### src/rtl/uart_transmitter_if.sv
// uart_transmitter_if: baud tick, start/data request and serial line status of a UART transmitter.
interface uart_transmitter_if #(
  parameter int DATA_BITS = 32
);
  logic                 i_bd_tick;
  logic                 i_tx_start;
  logic [DATA_BITS-1:0] i_data;
  logic                 o_tx;
  logic                 o_tx_done;
  logic                 o_busy;
  modport master (output i_bd_tick, i_tx_start, i_data, input o_tx, o_tx_done, o_busy);
  modport slave (input i_bd_tick, i_tx_start, i_data, output o_tx, o_tx_done, o_busy);
endinterface

### src/rtl/uart_transmitter.sv
// uart_transmitter: one start bit, DATA_BITS data bits LSB first, one stop bit; STP_BITS_TICKS baud ticks per bit.
module uart_transmitter #(
  parameter int DATA_BITS      = 32,
  parameter int STP_BITS_TICKS = 16
) (
  input logic               i_clk,
  input logic               i_reset_n,
  uart_transmitter_if.slave bus
);
  localparam int TW = STP_BITS_TICKS > 1 ? $clog2(STP_BITS_TICKS) : 1;
  localparam int BW = $clog2(DATA_BITS);
  typedef enum logic [1:0] {IDLE, START, DATA, STOP} state_t;
  state_t               state;
  logic [TW-1:0]        tick_cnt;
  logic [BW-1:0]        bit_cnt;
  logic [DATA_BITS-1:0] shreg;
  logic                 bit_end;
  assign bit_end = bus.i_bd_tick && tick_cnt == TW'(STP_BITS_TICKS - 1);
  always_ff @(posedge i_clk or negedge i_reset_n) begin
    if (!i_reset_n) begin
      state         <= IDLE;
      tick_cnt      <= '0;
      bit_cnt       <= '0;
      shreg         <= '0;
      bus.o_tx      <= 1'b1;
      bus.o_tx_done <= 1'b0;
      bus.o_busy    <= 1'b0;
    end else begin
      bus.o_tx_done <= 1'b0;
      // Ticks only count once a frame is underway; the accept-cycle tick is dropped.
      if (state != IDLE && bus.i_bd_tick) tick_cnt <= bit_end ? '0 : tick_cnt + 1'b1;
      case (state)
        IDLE: if (bus.i_tx_start) begin
          shreg      <= bus.i_data;
          state      <= START;
          bus.o_tx   <= 1'b0;
          bus.o_busy <= 1'b1;
        end
        START: if (bit_end) begin
          bit_cnt  <= '0;
          state    <= DATA;
          bus.o_tx <= shreg[0];
        end
        DATA: if (bit_end) begin
          shreg <= shreg >> 1;
          if (bit_cnt == BW'(DATA_BITS - 1)) begin
            state    <= STOP;
            bus.o_tx <= 1'b1;
          end else begin
            bit_cnt  <= bit_cnt + 1'b1;
            bus.o_tx <= shreg[1];
          end
        end
        default: if (bit_end) begin
          state         <= IDLE;
          bus.o_tx_done <= 1'b1;
          bus.o_busy    <= 1'b0;
        end
      endcase
    end
  end
endmodule

### src/flat_wrapper.sv
// flat-port wrapper written by rule: the top's interface ports become plain ports
module uart_transmitter_flat 
#(
  parameter int DATA_BITS      = 32,
  parameter int STP_BITS_TICKS = 16
)
  (i_clk, i_reset_n, bus_i_bd_tick, bus_i_tx_start, bus_i_data, bus_o_tx, bus_o_tx_done, bus_o_busy);
  uart_transmitter_if #(.DATA_BITS(DATA_BITS)) bus_i ();
  input logic i_clk;
  input logic i_reset_n;
  input wire logic [$bits(bus_i.i_bd_tick)-1:0] bus_i_bd_tick;
  input wire logic [$bits(bus_i.i_tx_start)-1:0] bus_i_tx_start;
  input wire logic [$bits(bus_i.i_data)-1:0] bus_i_data;
  output wire logic [$bits(bus_i.o_tx)-1:0] bus_o_tx;
  output wire logic [$bits(bus_i.o_tx_done)-1:0] bus_o_tx_done;
  output wire logic [$bits(bus_i.o_busy)-1:0] bus_o_busy;
  assign bus_i.i_bd_tick = bus_i_bd_tick;
  assign bus_i.i_tx_start = bus_i_tx_start;
  assign bus_i.i_data = bus_i_data;
  assign bus_o_tx = bus_i.o_tx;
  assign bus_o_tx_done = bus_i.o_tx_done;
  assign bus_o_busy = bus_i.o_busy;
  uart_transmitter #(.DATA_BITS(DATA_BITS), .STP_BITS_TICKS(STP_BITS_TICKS)) u_core (.i_clk(i_clk), .i_reset_n(i_reset_n), .bus(bus_i));
endmodule
### config.mk
export PLATFORM = sky130hd
export DESIGN_NAME = uart_transmitter_flat
export DESIGN_NICKNAME = d
export VERILOG_FILES = /design/src/rtl/uart_transmitter_if.sv /design/src/rtl/uart_transmitter.sv /design/src/flat_wrapper.sv
export SDC_FILE = /design/constraint.sdc
export NUM_CORES = 1
export LEC_CHECK = 0
export ABC_CLOCK_PERIOD_IN_PS = 5240
export CELL_PAD_IN_SITES_DETAIL_PLACEMENT = 0
export CELL_PAD_IN_SITES_GLOBAL_PLACEMENT = 1
export CORE_MARGIN = 8
export CORE_UTILIZATION = 36
export CTS_CLUSTER_DIAMETER = 150
export DETAILED_ROUTE_END_ITERATION = 12
export PLACE_DENSITY_LB_ADDON = 0.05
export SKIP_CTS_REPAIR_TIMING = 1
export SYNTH_ARGS = -nofsm -noshare
export SYNTH_HDL_FRONTEND = slang
export SYNTH_SLANG_ARGS = --single-unit
### constraint.sdc
create_clock -name i_clk -period 5.24 [get_ports i_clk]
set_input_delay 1.048 -clock i_clk [delete_from_list [all_inputs] [get_ports i_clk]]
set_output_delay 1.048 -clock i_clk [all_outputs]
set_load 0.01 [all_outputs]
Word level (Yosys, flattened, before mapping)
Index checks and enable logic that the tools add are counted.
{"block": "word_totals", "elab_cells": 58, "register_bits": 46, "rom_bits": 0, "ramBits": 0, "mem_count": 0, "out_inout_bits": 3, "latch_bits": 0}
{"block": "classes", "n_mux": 24, "div": 0, "magnitude_cmp": 0, "shift": 0, "n_eq_ne": 9, "multipliers": 0, "reduce_logical": 15, "bitwise_logic": 1, "n_addsub": 2}
{"op": "$mux W32", "count": 2}
{"op": "$pmux W32 S2", "count": 1}
{"op": "$mux W5", "count": 3}
{"op": "$mux W2", "count": 5}
{"op": "$pmux W5 S2", "count": 1}
{"op": "$mux W1", "count": 8}
{"op": "$reduce_and A4 Y1", "count": 2}
{"op": "$reduce_bool A2 Y1", "count": 4}
{"op": "$ne A2 B1 Y1 const B", "count": 3}
{"op": "$pmux W2 S3", "count": 1}
{"op": "$reduce_and A3 Y1", "count": 2}
{"op": "$add A5 B1 Y5 const B", "count": 1}
{"op": "$eq A5 B5 Y1 const B", "count": 1}
{"op": "$reduce_and A5 Y1", "count": 1}
{"op": "$add A4 B1 Y4 const B", "count": 1}
{"op": "$eq A4 B4 Y1 const B", "count": 1}
{"op": "$mux W4", "count": 1}
{"op": "$ne A2 B2 Y1 const B", "count": 2}
{"op": "$pmux W1 S3", "count": 1}
{"op": "$reduce_bool A3 Y1", "count": 1}
{"op": "$reduce_or A3 Y1", "count": 1}
{"op": "$eq A2 B1 Y1 const B", "count": 1}
{"op": "$eq A2 B2 Y1 const B", "count": 1}
{"op": "$logic_and A1 B1 Y1", "count": 2}
{"op": "other kinds (4)", "count": 4}

Longest topological paths before layout
Gate-level depths: netlist of the first run.
{"block": "depth", "ltp_word": 4, "depth_mapped": 8, "ltp_nobuf": 7}

Worst setup path after synthesis of the first run
Ideal clock, no wire load.
{"block": "synth_path", "path_kind": "input to register", "from": "input bus_i_bd_tick", "to": "register u_core.shreg[12]", "setup_ns": 0.137, "t_required_ns": 5.103, "n_path_buf": 2, "arrival_ns": 1.752, "cell_stages": 6, "setup_slack_ns": 3.351, "path_cell_list": "and4_1 buf_4 nand2_4 buf_6 o22ai_1 a21oi_1"}
{"block": "synth_between", "elab_chain_len": 3}
{"item": "start, declared", "line_no": "flat_wrapper.sv:11", "source": "input wire logic [$bits(bus_i.i_bd_tick)-1:0] bus_i_bd_tick;"}
{"item": "$logic_and A1 B1 Y1", "line_no": "uart_transmitter.sv:18", "source": "assign bit_end = bus.i_bd_tick && tick_cnt == TW'(STP_BITS_TICKS - 1);"}
{"item": "$ne A2 B1 Y1 (no line)"}
{"item": "$reduce_and A3 Y1 (no line)"}
{"item": "end signal, assigned", "line_no": "uart_transmitter.sv:34", "source": "shreg <= bus.i_data;"}
{"item": "end signal, assigned", "line_no": "uart_transmitter.sv:45", "source": "shreg <= shreg >> 1;"}
{"item": "end, declared", "line_no": "uart_transmitter.sv:16", "source": "logic [DATA_BITS-1:0] shreg;"}
Every way passes these cells.
A chain may end at the register's enable or synchronous reset.

Worst setup path in the final report of the first run
{"block": "layout_path", "from": "input bus_i_bd_tick", "to": "register u_core.shreg[7]"}
The elaborated chain is that of the path after synthesis.

==> results of run 1 <==
==> layout by cell type, fill, tap and decap left out, types with 2 or more instances in the layout <==
| cell | synthesis | layout |
|---|---|---|
| clkbuf_8 | 0 | 6 |
| dfrtp_1 | 45 | 45 |
| o211ai_1 | 3 | 3 |
| o21ai_1 | 5 | 5 |
| nand4_1 | 2 | 2 |
| o22ai_1 | 63 | 63 |
| inv_1 | 8 | 8 |
| a22o_1 | 4 | 4 |
| nor2_1 | 2 | 2 |
| clkdlybuf4s50_1 | 0 | 37 |
| buf_4 | 4 | 3 |
| nand2_1 | 11 | 11 |
| nor2b_1 | 2 | 2 |
| ha_1 | 7 | 7 |
| mux2_2 | 3 | 3 |
| a21oi_1 | 35 | 35 |
| o21ai_0 | 6 | 6 |
==> power by group <==
group          internal, W  total [W]  switching (W)
Clock             0.000107   0.000224       0.000118
Sequential        0.000502   0.000632       0.000130
Combinational     0.000189   0.000307       0.000119
==> state kept, by name, indices dropped and copies added, names as in the netlist <==
register	cells
u_core.bit_cnt	5
u_core.bus.o_busy	1
u_core.bus.o_tx	1
u_core.bus.o_tx_done	1
u_core.shreg	32
u_core.state	2
u_core.tick_cnt	4
==> final cells by class <==
| type | count | share of cell area (%) |
|---|---|---|
| Sequential cell | 46 | 41.3 |
| Multi-Input combinational cell | 159 | 36.6 |
| Timing Repair Buffer | 41 | 14.3 |
| Tap cell | 77 | 3.45 |
| Clock buffer | 7 | 3.09 |
| Inverter | 8 | 1.08 |
| Clock inverter | 1 | 0.179 |
==> worst max-delay path, stage by stage <==
cell,delay (ns)
clkdlybuf4s50_1,0.50
and4_1,0.53
buf_4,0.39
nand2_4,0.27
o22ai_1,0.23
a21oi_1,0.10
==> worst max-delay path by stage <==
stage                                  end  slack, ns  cells after the start          start
after floorplan           u_core.shreg[12]       3.35                      6  bus_i_bd_tick
after global placement     u_core.shreg[7]       1.98                      6  bus_i_bd_tick
after detailed placement   u_core.shreg[7]       2.01                      6  bus_i_bd_tick
after CTS                 u_core.shreg[24]       2.33                      6  bus_i_bd_tick
after global routing       u_core.shreg[8]       2.13                      6  bus_i_bd_tick
final                      u_core.shreg[7]       2.32                      6  bus_i_bd_tick
==> cell families (layout without fill, tap and decap cells) <==
| logic type | Yosys count | count (layout) | share of synthesized area, % |
|---|---|---|---|
| adders and majority gates | 7 | 7 | 3.73 |
| xor gates and xnor gates | 1 | 1 | 0.373 |
| muxes | 5 | 5 | 2.51 |
| DFF | 46 | 46 | 49.1 |
| AOI/OAI and AO/OA | 120 | 120 | 30.4 |
| buffers and inverters | 27 | 57 | 7.36 |
| and+or+nand+nor | 26 | 26 | 6.50 |
==> metal layers <==
layer / wire (um) / global-route usage [%] / vias up
met1: 2840 / 16.4 / 950
met3: 295 / 3.91 / 6
li1: - / - / 958
met4: 54 / 3.20 / 0
met2: 2680 / 19.4 / 38
met5: 0 / 0 / -
==> stage by stage <==
step | area [sq um] | std cells | hold slack [ns] | worst slack [ns] | power [W]
2_1_floorplan | 2350 | 232 | 0.457 | 3.35 | 0.000842
3_3_place_gp | 2700 | 331 | 0.485 | 1.98 | 0.000937
3_5_place_dp | 2700 | 331 | 0.478 | 2.01 | 0.000945
4_1_cts | 2790 | 339 | 0.501 | 2.33 | 0.00117
5_1_grt | 2790 | 339 | 0.540 | 2.13 | 0.00125
6_report | 2790 | 339 | 0.500 | 2.32 | 0.00116
==> summary.md, run 1 <==
| Metric | Value |
|---|---|
| Final Critical Period | `between 2 and 3 ns` |
| Top_reg_cell synth | `dfrtp_1` |
| Min-Delay Path Class | `register to register` |
| Routed wire length | `5870 um` |
| Flip-flop and latch area | `between 0.001 and 0.0015 sq mm` |
| TritonCTS Sinks | `46` |
| CP endpoint kind | `register` |
| Post-DP HPWL | `3700 um` |
| IO Port Bufs | `38` |
| Syn Nets | `about 280` |
| Core footprint | `between 0.006 and 0.007 sq mm` |
| DRC | `0` |
| Overflow left after global routing | `0` |
| RSZ-0062 raised after global routing | `false` |
| Die X | `96.7 um` |
| Worst Hold Endpoint | `u_core.shreg[31]` |
| Netlist cell types | `35` |
| Setup slack, reg-to-reg | `2.82 ns` |
| ANT nets after route | `0` |
| Hold_sp | `u_core.shreg[31]` |
| GP Congestion | `0.735` |
| Leak pwr | `~1.2 nW` |
| FFs w/ async S/R, synth | `100%` |
| Via count | `around 2000` |
| Commonest cells in the netlist | `o22ai_1, dfrtp_1, a21oi_1` |
| Max Clock Skew | `slightly below 0.01 ns` |
| Clk root buf | `clkbuf_8` |
| Cells after synthesis | `232` |
| Largest cells by area after synthesis | `dfrtp_1, o22ai_1, a21oi_1` |
| Vias in the first global route | `2037` |
| Die area | `0.00936 sq mm` |
| Number of synthesized flops with an enable pin | `0` |
| 1st-iter DRT viols | `103` |
| Relative slew margins | `60.1%` |
| #FFs+latches synth | `46` |
| Largest net degree at the start of global routing | `47` |
| TritonCTS clock tree | `yes` |
| Fillers | `656` |
| Nets | `304` |
| Mapped cell area | `0.00235 sq mm` |
| Num CTS Buffers | `5` |
| Vias/cell | `5.76` |
| Io pins | `39` |
| Hold path depth | `1` |
| Worst Reg-to-Reg Cells | `7` |
| Least-Margin Pin Slew | `0.599 ns` |
| Max Slew Vio Count | `0` |
| Top-count cell post-synth | `o22ai_1` |
| Initial DRT Pass Iterations | `4` |
| Final worst path period share | `between 50 and 60%` |
| Status | `completed` |
| Clock buffer depth | `2` |
| Max FO, Critical Path | `31` |
| Initial Util | `between 30% and 40%` |
| Fmax | `343 MHz` |
| Critical Path RT | `5.40 ns` |
| Footprint of the multi-input gates | `0.00102 sq mm` |
| Clock-pin slew on the worst setup and hold paths | `around 0.090 ns` |
| Startpoint class of the critical path | `primary input` |
| Layout cells sized above 1 | `about 7.3%` |
| Sequential area share after synthesis | `roughly half` |
| Max cap viols | `0` |
| Post-route setup TNS | `0 ns` |
| Num rows | `29` |
| Final setup vio count | `0` |
| Final Core Density | `44.2%` |
| Worst vdd ir | `0.000178 V` |
| Clock Latency Late Sink | `0.29 ns` |
| Yosys top cell area share | `48.0%` |
| Power Density | `417 mW/mm^2` |
| Synth Area per Inst | `10.1 sq um` |
| Antenna diode count | `0` |
| R2r endpoint | `u_core.shreg[7]` |
| Worst R2R Start | `u_core.state[0]` |
| CP Class | `primary input to register` |
| Leading area contributor after synthesis | `dfrtp_1` |
| DR WL/cell | `17.3 um` |
| Area grow syn2layout | `18.9%` |
| Initial antenna violation count | `0` |
| Global-route wire length before repair | `10000 um` |
| H-tree Lvls | `2` |
| Hold Violations, Final | `0` |
| CP arrival | `between 3 and 4 ns` |
| GRT Util Overall | `12.5%` |
| Height of the die | `between 90 and 100 um` |
| YS warnings | `0` |
Power figures use the tool's default switching activity.
==> run 2, diff against run 1 <==
--- a/config.mk
+++ b/config.mk
@@ -5,7 +5,7 @@
 export SDC_FILE = /design/constraint.sdc
 export NUM_CORES = 1
 export LEC_CHECK = 0
-export ABC_CLOCK_PERIOD_IN_PS = 5240
+export ABC_CLOCK_PERIOD_IN_PS = 2700
 export CELL_PAD_IN_SITES_DETAIL_PLACEMENT = 0
 export CELL_PAD_IN_SITES_GLOBAL_PLACEMENT = 1
 export CORE_MARGIN = 8
==> constraint.sdc (replaced) <==
create_clock -name i_clk -period 2.7 [get_ports i_clk]
set_input_delay 0.54 -clock i_clk [delete_from_list [all_inputs] [get_ports i_clk]]
set_output_delay 0.54 -clock i_clk [all_outputs]
set_load 0.01 [all_outputs]
==> run 2 against run 1 <==
Compared with the run above:
- core utilization up 0.89 points
- largest cell class unchanged
- global-route usage decreased by 0.21 points
- clock power is 140% higher
- first-iteration DRC count fell by 5.8%
- sequential power increased by 93%
- register-to-register slack got worse by 2.0 ns
- die area unchanged
- sequential share of layout area shrank 0.82 points
- combinational power up 96%
==> summary.md, run 2 (synthesized netlist as in run 1, its figures left out) <==
| Metric | Value |
|---|---|
| Status | `completed` |
| Initial antenna violation count | `0` |
| Routing usage on met2 | `around a fifth` |
| Min-Delay Path Class | `primary input to async pin` |
| Psw | `between 0.0007 and 0.0008 W` |
| Core footprint | `between 0.006 and 0.007 sq mm` |
| Max FO, Critical Path | `4` |
| Vias/cell | `5.81` |
| Area grow syn2layout | `21.3%` |
| Worst R2R Start | `u_core.state[0]` |
| Hold Violations, Final | `0` |
| Num rows | `29` |
| IO Port Bufs | `38` |
| Vias in the first global route | `2030` |
| Max cap viols | `0` |
| Reg power frac | `51.9%` |
| Clock share of power | `22.5%` |
| Place WS | `0.553 ns` |
| 1st-iter DRT viols | `97` |
| Final Critical Period | `1.95 ns` |
| Final worst path period share | `72.1%` |
| Dpl cell area | `0.00273 sq mm` |
| DRC | `0` |
| Largest net degree at the start of global routing | `47` |
| Relative slew margins | `60.3%` |
| Worst path top cell family by delay | `flip-flops` |
| RSZ-0062 raised after global routing | `false` |
| Crit path largest cell delay | `between 0.5 and 0.6 ns` |
| Global-route wire length before repair | `9860 um` |
| GP Congestion | `0.803` |
| Num CTS Buffers | `5` |
| TritonCTS Sinks | `46` |
| Grt peak-use layer | `met2` |
| R2r endpoint | `u_core.shreg[25]` |
| Power Density | `825 mW/mm^2` |
| DR WL/cell | `roughly 17 um` |
| Layout cells sized above 1 | `8.33%` |
| CP max-delay cell | `dfstp_2` |
| Initial Util | `37.2%` |
| Nets | `~300` |
| Worst Reg-to-Reg Cells | `6` |
| Clk root buf | `clkbuf_8` |
| Worst vdd ir | `0.000323 V` |
| Initial DRT Pass Iterations | `4` |
| Least-Margin Pin Slew | `0.595 ns` |
| Most frequent cells in the layout | `o22ai_1, dfrtp_1, clkdlybuf4s50_1, a21oi_1, nand2_1` |
| Clock Latency Late Sink | `0.30 ns` |
| Io pins | `39` |
| Internal power | `0.00164 W` |
| CP bufs+invs | `1` |
| Height of the die | `96.7 um` |
| Overflow left after global routing | `0` |
| Antenna diode count | `0` |
| Max reg flops | `32` |
| Post-route setup TNS | `0 ns` |
| CP Class | `register to output pin` |
| TritonCTS clock tree | `yes` |
| Clock-pin slew on the worst setup and hold paths | `0.08 ns` |
| Final setup vio count | `0` |
| Final hold slack | `0.312 ns` |
| Most common cell after layout, fill and taps aside | `o22ai_1` |
| Max Slew Vio Count | `0` |
| Setup WS post-layout | `between 0.7 and 0.8 ns` |
| CP arrival | `1.41 ns` |
| Dpl cells | `334` |
| Leak pwr | `~1.2 nW` |
| Largest registers | `u_core.shreg: 32 flops, u_core.bit_cnt: 5 flops, u_core.tick_cnt: 4 flops` |
| M1 GR Usage | `16.2%` |
| Net switching fraction of the power | `30.2%` |
| Clock buffer depth | `2` |
| ANT nets after route | `0` |
| Via count | `1982` |
| Non-Filler Instances | `between 300 and 400` |
| Max Clock Skew | `approximately 0.0049 ns` |
| Die area | `about 0.0094 sq mm` |
| CP endpoint kind | `output pin` |
| Post-route cell area | `0.00285 sq mm` |
| Startpoint class of the critical path | `register` |
| GRT Util Overall | `12.3%` |
| Die X | `96.7 um` |
| Largest Register | `u_core.shreg` |
| Critical Path RT | `2.16 ns` |
| H-tree Lvls | `2` |
| Fmax | `between 500 and 600 MHz` |
| Post-DP HPWL | `3720 um` |
| Setup slack, reg-to-reg | `0.79 ns` |
| Routed wire length | `approximately 5800 um` |
| Combinational share of power | `25.6%` |
| Critical path cell sequence | `clkdlybuf4s50_1` |
| GR Util met3 | `between 3 and 4%` |
-- run 2: changes by cell type in the layout (fill, tap and decap cells not counted) --
cell,previous run,this run
buf_4,3,5
buf_12,0,1
bufinv_16,0,1
clkbuf_1,1,0
clkinv_2,1,0
-- run 2: power groups by stage --
stage	combinational, W	clock (W)	sequential [W]
2_1_floorplan	0.000468	0	0.00117
3_3_place_gp	0.000595	0	0.00123
3_5_place_dp	0.000608	0	0.00123
4_1_cts	0.000609	0.000547	0.00121
5_1_grt	0.000679	0.000576	0.00126
6_report	0.000602	0.000527	0.00122
-- run 2: area by class of cell --
cell class,instances,area (sq um)
Fill cell,645,3470
Clock inverter,1,30.0
Tap cell,77,96.3
Timing Repair Buffer,44,433
Inverter,8,30.0
Sequential cell,46,1150
Clock buffer,6,82.6
Multi-Input combinational cell,159,1020
-- run 2: worst max path at each step --
stage | startpoint | cells after the start | to
3_5_place_dp | bus_i_bd_tick | 5 | u_core.tick_cnt[0]
2_1_floorplan | u_core.bit_cnt[0] | 8 | u_core.state[0]
4_1_cts | u_core.bus.o_tx | 1 | bus_o_tx
3_3_place_gp | bus_i_bd_tick | 5 | u_core.tick_cnt[0]
6_report | u_core.bus.o_tx | 1 | bus_o_tx
5_1_grt | u_core.state[1] | 6 | u_core.shreg[28]
-- run 2: stage by stage --
| stage | total power (W) | util (%) |
|---|---|---|
| floorplan | 0.00163 | - |
| global placement | 0.00182 | 43.3 |
| detailed placement | 0.00184 | 43.3 |
| CTS | 0.00237 | 45.1 |
| global route | 0.00252 | 45.1 |
| finish | 0.00235 | 45.1 |
-- run 2: per-layer routing --
metal / part of all wire [%] / wire length, um / vias up
met4: 1.4 / 79 / 0
met5: 0 / 0 / -
met2: 44 / 2570 / 56
li1: - / - / 968
met1: 50 / 2880 / 950
met3: 4.3 / 248 / 8
==> run 3, diff against run 2 <==
--- a/config.mk
+++ b/config.mk
@@ -5,7 +5,7 @@
 export SDC_FILE = /design/constraint.sdc
 export NUM_CORES = 1
 export LEC_CHECK = 0
-export ABC_CLOCK_PERIOD_IN_PS = 2700
+export ABC_CLOCK_PERIOD_IN_PS = 1800
 export CELL_PAD_IN_SITES_DETAIL_PLACEMENT = 0
 export CELL_PAD_IN_SITES_GLOBAL_PLACEMENT = 1
 export CORE_MARGIN = 8
==> constraint.sdc (replaced) <==
create_clock -name i_clk -period 1.8 [get_ports i_clk]
set_input_delay 0.36 -clock i_clk [delete_from_list [all_inputs] [get_ports i_clk]]
set_output_delay 0.36 -clock i_clk [all_outputs]
set_load 0.01 [all_outputs]
==> run 3 against run 2 <==
Compared with the run above:
- sequential share of layout area is 2.9 points lower
- clock-buffer cell count is 1 higher
- critical endpoint is now u_core.bit_cnt[3]
- clock power up 14%
- core utilization up 3.5 points
- die area did not move
==> summary.md, run 3 (synthesized netlist as in run 1, its figures left out) <==
| Metric | Value |
|---|---|
| Relative slew margins | `around four fifths` |
| CP max-delay cell | `dfrtp_1` |
| GRT Util Overall | `roughly 13%` |
| Fmax | `585 MHz` |
| TritonCTS clock tree | `yes` |
| Antenna diode count | `0` |
| Fillers | `between 600 and 700` |
| Final Core Density | `between 40% and 50%` |
| CP Class | `register to register` |
| Post-DP HPWL | `~4000 um` |
| Critical path cell sequence | `ha_1 > and3_1 > ha_2 > buf_4 > nor4_1 > o22ai_1 > nand2_1` |
| Max reg flops | `32` |
| 1st-iter DRT viols | `70` |
| Clock Latency Late Sink | `about 0.30 ns` |
| Max Slew Vio Count | `0` |
| Die X | `96.7 um` |
| Io pins | `39` |
| Most common cell after layout, fill and taps aside | `o22ai_1` |
| Layout cells sized above 1 | `14.8%` |
| GR Util met3 | `2.99%` |
| ANT nets after route | `0` |
| Grt peak-use layer | `met2` |
| Area grow syn2layout | `30.7%` |
| Routed wire length | `6210 um` |
| Clk root buf | `clkbuf_8` |
| CP arrival | `1.95 ns` |
| Die area | `slightly above 0.009 sq mm` |
| Max Clock Skew | `0.00618 ns` |
| Initial antenna violation count | `0` |
| IO Port Bufs | `38` |
| Height of the die | `96.7 um` |
| Least-Margin Pin Slew | `0.298 ns` |
| Num CTS Buffers | `5` |
| Largest net degree at the start of global routing | `47` |
| Critical Path RT | `about 2.0 ns` |
| Via count | `2017` |
| Clock-pin slew on the worst setup and hold paths | `about 0.080 ns` |
| Post-route cell area | `0.00307 sq mm` |
| GP Congestion | `0.768` |
| Worst vdd ir | `between 0.0006 and 0.0007 V` |
| Power Density | `1110 mW/mm^2` |
| Crit path largest cell delay | `about 0.40 ns` |
| TritonCTS Sinks | `46` |
| Final worst path period share | `between 90% and 100%` |
| Core footprint | `0.00631 sq mm` |
| Worst Reg-to-Reg Cells | `7` |
| Routing usage on met2 | `19.2%` |
| Largest Register | `u_core.shreg` |
| M1 GR Usage | `17.4%` |
| Most frequent cells in the layout | `o22ai_1, dfrtp_1, clkdlybuf4s50_1, a21oi_1, buf_4` |
| Initial DRT Pass Iterations | `4` |
| Footprint of the multi-input gates | `0.00103 sq mm` |
| Clock buffer depth | `2` |
| DR WL/cell | `17.3 um` |
| Vias in the first global route | `2089` |
| Min-Delay Path Class | `primary input to async pin` |
| Num rows | `29` |
| Initial Util | `37.2%` |
| Final setup vio count | `0` |
| Final Critical Period | `1.71 ns` |
| Status | `completed` |
| Global-route wire length before repair | `10200 um` |
| Hold Violations, Final | `0` |
| Nets | `326` |
| Max FO, Critical Path | `7` |
| Largest registers | `u_core.shreg: 32 flops, u_core.bit_cnt: 5 flops, u_core.tick_cnt: 4 flops` |
| CP endpoint kind | `register` |
| Dpl cell area | `0.00296 sq mm` |
| Overflow left after global routing | `0` |
| Vias/cell | `5.60` |
| DRC | `0` |
| Startpoint class of the critical path | `register` |
| Flip-flop and latch area | `0.00115 sq mm` |
| H-tree Lvls | `2` |
| Leak pwr | `1.32 nW` |
| Max cap viols | `0` |
[run 3: cell count changes in the layout (fill, tap and decap cells not counted), sizes merged]
cell	before	now
buf	7	25
clkdlybuf4s50	37	36
bufinv	1	0
dlymetal6s2s	0	1
clkbuf	6	8
[run 3: power by group]
| group | internal, W | total (W) | switching (W) |
|---|---|---|---|
| combinational | 0.000612 | 0.000981 | 0.000368 |
| sequential | 0.00146 | 0.00182 | 0.000360 |
| clock | 0.000268 | 0.000600 | 0.000332 |
| total | 0.00234 | 0.00340 | 0.00106 |
[run 3: layout make-up]
class / count / share of cell area (%)
inverter: 8 / 0.979
tap: 77 / 3.14
timing repair buffer: 63 / 22.3
clock buffer: 7 / 2.49
sequential: 46 / 37.6
multi-input combinational: 159 / 33.6
[run 3: worst paths after layout]
| kind | from | end | slack [ns] |
|---|---|---|---|
| max | u_core.bit_cnt[0] | u_core.bit_cnt[3] | 0.09 |
| min | i_reset_n | u_core.bus.o_busy | 0.03 |
| max reg2reg | u_core.bit_cnt[0] | u_core.bit_cnt[3] | 0.09 |
| min reg2reg | u_core.shreg[31] | u_core.shreg[31] | 0.51 |
| max in group asynchronous | i_reset_n | u_core.bus.o_tx | 1.50 |
| min in group i_clk | u_core.shreg[31] | u_core.shreg[31] | 0.51 |
[run 3: through the flow]
step	setup slack [ns]	std cells	total power, W	hold slack [ns]	setup TNS (ns)
2_1_floorplan	0.0538	232	0.00245	0.0644	0
3_3_place_gp	-0.0383	352	0.00281	0.369	-0.120
3_5_place_dp	-0.0222	352	0.00283	0.365	-0.0675
4_1_cts	0.0151	359	0.00344	0.0395	0
5_1_grt	-0.00567	360	0.00365	0.0442	-0.0103
6_report	0.0895	360	0.00340	0.0342	0
[run 3: worst max-delay path: cells and delay by family, from the launching register on]
kind	cells	cell delay, ns
AND/OR/NAND/NOR	3	0.56
adder cells (fa/ha/maj)	2	0.43
flip-flops	1	0.40
buffers and inverters	1	0.15
AO/OA/AOI/OAI	1	0.11
[run 3: metal layers]
layer	up-vias	routed length [um]
met1	983	3110
met3	7	184
met2	34	2850
met5	-	0
met4	0	73
li1	993	-
